--- src/rtl/fp16_pkg.sv ---
// Shared FP16 constants, operand record and special-case tag for the FFT butterfly arithmetic.
package fp16_pkg;
    localparam int EXP_W   = 5;
    localparam int MAN_W   = 10;
    localparam int BIAS    = 15;
    localparam int FP_W    = 1 + EXP_W + MAN_W;
    localparam int EXP_MAX = 2 * BIAS + 1;

    localparam logic [FP_W-1:0] FP16_QNAN = 16'h7E00;
    localparam logic [FP_W-1:0] FP16_PINF = 16'h7C00;

    typedef struct packed {
        logic             sign;
        logic [EXP_W-1:0] exp;
        logic [MAN_W:0]   man;
    } fp_op_t;

    typedef enum logic [1:0] {SP_NONE, SP_ZERO, SP_INF, SP_NAN} spec_t;

    // Denormals take effective exponent 1 so they align with the smallest normal.
    function automatic fp_op_t fp_unpack(input logic [FP_W-1:0] v, input logic neg);
        fp_op_t o;
        o.sign = v[FP_W-1] ^ neg;
        o.exp  = (v[FP_W-2:MAN_W] == '0) ? EXP_W'(1) : v[FP_W-2:MAN_W];
        o.man  = {|v[FP_W-2:MAN_W], v[MAN_W-1:0]};
        return o;
    endfunction
endpackage

--- src/rtl/fp16_lzc.sv ---
// 12-bit leading-zero counter used by the normalize stage; all-zero input yields 12.
module fp16_lzc (
    input  logic [11:0] i_val,
    output logic [3:0]  o_cnt
);
    always_comb begin
        o_cnt = 4'd12;
        for (int i = 0; i < 12; i++) begin
            if (i_val[i]) o_cnt = 4'(11 - i);
        end
    end
endmodule

--- src/rtl/fp16_sub_pipe.sv ---
// Three-stage FP16 subtractor (a - b) with truncation and valid/ready stall; difference leg of the FFT butterfly.
module fp16_sub_pipe
    import fp16_pkg::*;
(
    input  logic            clk,
    input  logic            rst_n,
    input  logic [FP_W-1:0] i_a,
    input  logic [FP_W-1:0] i_b,
    input  logic            i_vld,
    output logic            o_rdy,
    input  logic            i_rdy,
    output logic [FP_W-1:0] o_res,
    output logic            o_res_vld,
    output logic            overflow
);
    logic       w_en;
    logic [3:1] r_vld_pipe;

    assign w_en      = ~o_res_vld | i_rdy;
    assign o_rdy     = w_en;
    assign o_res_vld = r_vld_pipe[3];

    // ---------------- S1: unpack / align / specials ----------------
    fp_op_t           w_a, w_b, w_l, w_s;
    logic             w_a_nan, w_b_nan, w_a_inf, w_b_inf, w_a_zero, w_b_zero, w_a_ge;
    logic [EXP_W-1:0] w_ediff;
    logic [3:0]       w_shamt;
    logic [11:0]      w_ms;
    spec_t            w_tag;
    logic [FP_W-1:0]  w_sval;

    assign w_a      = fp_unpack(i_a, 1'b0);
    assign w_b      = fp_unpack(i_b, 1'b1);
    assign w_a_nan  = (&i_a[14:10]) & (|i_a[9:0]);
    assign w_b_nan  = (&i_b[14:10]) & (|i_b[9:0]);
    assign w_a_inf  = (&i_a[14:10]) & ~(|i_a[9:0]);
    assign w_b_inf  = (&i_b[14:10]) & ~(|i_b[9:0]);
    assign w_a_zero = ~(|i_a[14:0]);
    assign w_b_zero = ~(|i_b[14:0]);
    assign w_a_ge   = i_a[14:0] >= i_b[14:0];
    assign w_l      = w_a_ge ? w_a : w_b;
    assign w_s      = w_a_ge ? w_b : w_a;
    assign w_ediff  = w_l.exp - w_s.exp;
    assign w_shamt  = (w_ediff > 5'd12) ? 4'd12 : w_ediff[3:0];
    assign w_ms     = {1'b0, w_s.man} >> w_shamt;

    always_comb begin
        w_tag  = SP_NONE;
        w_sval = '0;
        if (w_a_nan | w_b_nan | (w_a_inf & w_b_inf & (i_a[15] == i_b[15]))) begin
            w_tag  = SP_NAN;
            w_sval = FP16_QNAN;
        end else if (w_a_inf) begin
            w_tag  = SP_INF;
            w_sval = i_a;
        end else if (w_b_inf) begin
            w_tag  = SP_INF;
            w_sval = {~i_b[15], i_b[14:0]};
        end else if (w_a_zero & w_b_zero) begin
            w_tag  = SP_ZERO;
            w_sval = {i_a[15] & ~i_b[15], 15'h0};
        end
    end

    spec_t            r1_tag, r2_tag;
    logic [FP_W-1:0]  r1_val, r2_val;
    logic             r1_sign, r2_sign, r1_sub;
    logic [EXP_W-1:0] r1_exp, r2_exp;
    logic [11:0]      r1_ml, r1_ms, r2_mag;

    // ---------------- S3: normalize / pack ----------------
    logic [3:0]       w_lzc;
    logic [4:0]       w_sh, w_lim;
    logic [10:0]      w_norm;
    logic [5:0]       w_exp6;
    logic             w_sign, w_ovf;
    logic [FP_W-1:0]  w_res;

    fp16_lzc u_lzc (
        .i_val (r2_mag),
        .o_cnt (w_lzc)
    );

    always_comb begin
        w_sh   = '0;
        w_norm = '0;
        w_exp6 = '0;
        w_ovf  = 1'b0;
        w_lim  = r2_exp - 5'd1;
        w_sign = r2_sign & (r2_mag != '0);
        if (r2_mag[11]) begin
            w_norm = r2_mag[11:1];
            w_exp6 = {1'b0, r2_exp} + 6'd1;
        end else begin
            // Hidden bit lives at [10], so one leading zero is expected; never drop below exp 1.
            w_sh = {1'b0, w_lzc} - 5'd1;
            if (w_sh > w_lim) w_sh = w_lim;
            w_norm = 11'(r2_mag << w_sh);
            w_exp6 = w_norm[10] ? {1'b0, r2_exp - w_sh} : 6'd0;
        end
        w_res = {w_sign, w_exp6[4:0], w_norm[9:0]};
        if (r2_tag != SP_NONE) begin
            w_res = r2_val;
            w_ovf = (r2_tag == SP_INF) | (r2_tag == SP_NAN);
        end else if (w_exp6 >= 6'(EXP_MAX)) begin
            w_res = {w_sign, FP16_PINF[14:0]};
            w_ovf = 1'b1;
        end
    end

    always_ff @(posedge clk or negedge rst_n) begin
        if (!rst_n) begin
            r_vld_pipe <= '0;
            r1_tag     <= SP_NONE;
            r1_val     <= '0;
            r1_sign    <= 1'b0;
            r1_sub     <= 1'b0;
            r1_exp     <= '0;
            r1_ml      <= '0;
            r1_ms      <= '0;
            r2_tag     <= SP_NONE;
            r2_val     <= '0;
            r2_sign    <= 1'b0;
            r2_exp     <= '0;
            r2_mag     <= '0;
            o_res      <= '0;
            overflow   <= 1'b0;
        end else if (w_en) begin
            r_vld_pipe <= {r_vld_pipe[2:1], i_vld};
            r1_tag     <= w_tag;
            r1_val     <= w_sval;
            r1_sign    <= w_l.sign;
            r1_sub     <= w_l.sign ^ w_s.sign;
            r1_exp     <= w_l.exp;
            r1_ml      <= {1'b0, w_l.man};
            r1_ms      <= w_ms;
            r2_tag     <= r1_tag;
            r2_val     <= r1_val;
            r2_sign    <= r1_sign;
            r2_exp     <= r1_exp;
            r2_mag     <= r1_sub ? (r1_ml - r1_ms) : (r1_ml + r1_ms);
            o_res      <= w_res;
            overflow   <= w_ovf;
        end
    end
endmodule
--- config.mk ---
export PLATFORM = sky130hd
export DESIGN_NAME = fp16_sub_pipe
export DESIGN_NICKNAME = d
export VERILOG_FILES = /design/src/rtl/fp16_pkg.sv /design/src/rtl/fp16_lzc.sv /design/src/rtl/fp16_sub_pipe.sv
export SDC_FILE = /design/constraint.sdc
export NUM_CORES = 1
export LEC_CHECK = 0
export BUFFER_PORTS_ARGS = -buffer_cell sky130_fd_sc_hd__buf_2
export CAP_MARGIN = 40
export CORE_MARGIN = 10
export CORE_UTILIZATION = 65
export CTS_CLUSTER_SIZE = 20
export DETAILED_ROUTE_END_ITERATION = 16
export GPL_ROUTABILITY_DRIVEN = 0
export GPL_TIMING_DRIVEN = 1
export PLACE_DENSITY = 0.95
export SETUP_SLACK_MARGIN = 0.4
export SYNTH_ARGS = -nofsm -noshare
export SYNTH_HDL_FRONTEND = slang
export SYNTH_SLANG_ARGS = --single-unit
--- constraint.sdc ---
create_clock -name clk -period 8.2 [get_ports clk]
set_input_delay 1.23 -clock clk [delete_from_list [all_inputs] [get_ports clk]]
set_output_delay 1.23 -clock clk [all_outputs]
set_load 0.02 [all_outputs]
==> out/results.ini <==
[status]
outcome = complete, no violations

[timing]
fin_hold_ws_ps = 466
setup_tns_ps = 0
fin_crit_sh = 0.734
finalSetupViolations = 0
rsz0062_at_grt = false
period_minus_slack_ps = 6020
finalMaxSlewViolations = 0
skew_ps = 10.1
report.final.hold_viol_count = 0
slew_headroom = 0.461
tightest_slew_ps = 809
worst_slack_ps = 2180
fmax_ghz = 0.166

[global_routing]
track_usage = 0.235
grt_max_degree = 78
grt_overflow = 0
antenna_found_initial = 0
grt_pass1_wl_um = 31800
grt_pass1_vias = 6507

[power]
total_power_mw = 3.96
clkPwrFrac = 0.110
switching_share = 0.500
peakVddDrop_mv = 0.325
power_density_mw_per_mm2 = 496
p_int_mw = 1.98
pwr-share-seq = 0.219
pwr-share-comb = 0.671
switching_power_mw = 1.98
leakagePower_nw = 3.67

[logic_synthesis]
yosysTopAreaCell = dfrtp_1
synthTopCellsByCount = 128 x nand2_1, 103 x dfrtp_1, 70 x nor2_1, 55 x a21oi_1, 46 x mux2i_1
ys_warn_count = 0
ys_seq_area_frac = 0.353
synth_area_leaders = dfrtp_1 35%, ha_1 7.5%, nand2_1 6.6%
syn_area_per_cell_um2 = 8.66
yosysTopAreaCellShare = 0.353
synth_edf_count = 0
synth.distinct_cells = 76
synthFlopType = dfrtp_1
syn_nets = 926
synth_area_mm2 = 0.00730
ys_ff_latch = 103
yosysMostFrequentCell = nand2_1
synthCells = 843
ys_async_sr_fraction = 1.00

[clock_tree]
path_clk_slew_ps = 80
cts_buffers = 9
clock-sinks = 103
clkLatencyLatePin_ps = 360
cts_resized = 0
cts-root-buf = clkbuf_16
clk_path_buf_depth = 2
cts_tree = done
ctsHoldBuffers = 0
cts_max_level = 3
postCtsSetupRepairBufs = 0

[floorplanning]
fp.dieW_um = 126
die_area_mm2 = 0.0159
fp.coreArea_mm2 = 0.0109
num_rows = 38
pin_count = 55
start_util = 0.667
die-height_um = 126

[worst_setup_path]
setup.worst_path.end = r1_ms[2]
critPathArrivalTime_ps = 6310
crit_chain = buf_2 -> inv_1 -> ha_1 -> nor2b_1 -> o31ai_1 -> a21oi_1 -> nor4_1 -> o31ai_4 -> o21ai_0 -> ha_1 -> nor2b_1 -> o21a_1 -> or3_1 -> a311oi_4 -> buf_8 -> buf_4 -> mux2i_1 -> mux2_2 -> mux2_2 -> mux2i_1 -> a31o_1
crit_required_ps = 8490
crit_path_max_incr_delay_ps = 540
r2r.worst_path.cells = 20
cpLargestDelayFamily = compound AO/OA/AOI/OAI gates
rr_endpoint = o_res[0]
ff2ff_setup_slack_ps = 2250
endpoint_kind = flip-flop
cp.depth = 21
cp_slowest_cell = o21ai_0
path_buf_inv = 4
critPathLaunch = i_b[1]
r2r_start = r2_mag[5]
start_kind = primary input
crit_type = in2reg
cp_max_fo = 18

[route]
wirelength_um = 18800
ant_nets = 0
drtIter0Drc = 855
dr_wl_met3_um = 1570
highest_layer = met4
route.met2.wl_um = 9030
drt_pass1_iterations = 5
drt_drc_violations_left = 0
wl_met1_um = 7620
via_per_inst = 6.44
wl_per_cell_um = 18.5
num_vias = 6543

[placed_design]
placedCellCount = 1000
place_ws_ps = 1880
place.detailed.hpwl_um = 13100
portBuffers = 54
dpl_cell_area_mm2 = 0.00767

[cells_and_area]
final_core_utilization = 0.730
seqCellArea_mm2 = 0.00258
design_area_mm2 = 0.00798
multi_input_area_mm2 = 0.00437
antennaDiodeCount = 0
layout.nets = 954
syn2layout_area_growth_pct = 9.39
fillCellCount = 732
layout-drive-gt1-share = 0.137
stdcell_count = 1016

[worst_hold_path]
hp-class = reg2reg

[flow_run]
drv_cap = 0

==> cell usage in the layout (no fill, tap or decap), types with 5 or more instances in the layout <==
master and n:
o31ai_1 5, nand4_1 5, a21o_1 5, mux2_2 20, clkbuf_16 9, nor2_1 70
nor2b_1 12, mux2i_1 46, nand2b_1 11, a211oi_1 6, ha_1 44, nand2_1 128
nand3_1 11, and2_1 10, a22oi_1 15, nor4_1 9, a21oi_1 55, xnor2_1 22
dfrtp_1 103, o211ai_1 7, o21a_1 10, inv_1 44, buf_2 53, o21ai_0 44
nor3_1 14, o21ai_1 13, xor2_1 8, buf_4 7
==> logic make-up (layout without fill, tap and decap cells) <==
logic type               count (synthesis)  count (layout)  share of synthesized area
AO/OA/AOI/OAI                          209             209                      0.190
XOR/XNOR                                30              30                     0.0360
adder cells (fa/ha/maj)                 47              47                     0.0837
buffers and inverters                   91             124                     0.0504
flip-flops                             103             103                      0.353
multiplexers                            69              69                      0.102
AND/OR/NAND/NOR                        294             294                      0.184
==> routing by layer <==
| layer | track usage | vias up |
|---|---|---|
| li1 | - | 3044 |
| met1 | 0.294 | 3048 |
| met2 | 0.383 | 379 |
| met3 | 0.0453 | 72 |
| met4 | 0.111 | 0 |
| met5 | 0 | - |
==> tightest hold or removal path, delay by kind of cell (launching register included) <==
family        cells  cell delay [ps]
simple gates      2              100
flops             1              340
==> state kept, by name, indices dropped and copies added (netlist names), 2 cells and up <==
name,count
r2_tag,2
r1_ms,11
r1_val,16
r2_mag,12
r1_exp,5
r2_exp,5
r1_tag,2
o_res,16
r1_ml,11
r2_val,16
r_vld_pipe,3
==> area by class of cell <==
cell class	count	area share
timing repair buffer	63	0.0465
sequential	103	0.323
tap	140	0.0219
multi-input combinational	649	0.548
clock inverter	7	0.0114
clock buffer	9	0.0282
inverter	45	0.0212
==> power groups by stage <==
stage	clock, mW	sequential (mW)	combinational, mW
floorplan	0	0.787	2.06
global placement	0	0.853	2.39
detailed placement	0	0.859	2.50
CTS	0.438	0.857	2.59
global route	0.459	0.881	2.90
finish	0.436	0.867	2.65
==> how the worst min path moves through the flow <==
stage / cells past startpoint / start / to
floorplan: 2 / r_vld_pipe[2] / r_vld_pipe[2]
global placement: 2 / r_vld_pipe[2] / r_vld_pipe[2]
detailed placement: 1 / r_vld_pipe[2] / r_vld_pipe[3]
CTS: 1 / r_vld_pipe[2] / r_vld_pipe[3]
global route: 2 / r1_tag[1] / r2_tag[1]
finish: 2 / r_vld_pipe[2] / r_vld_pipe[2]
(Power assumes the default switching activity.)
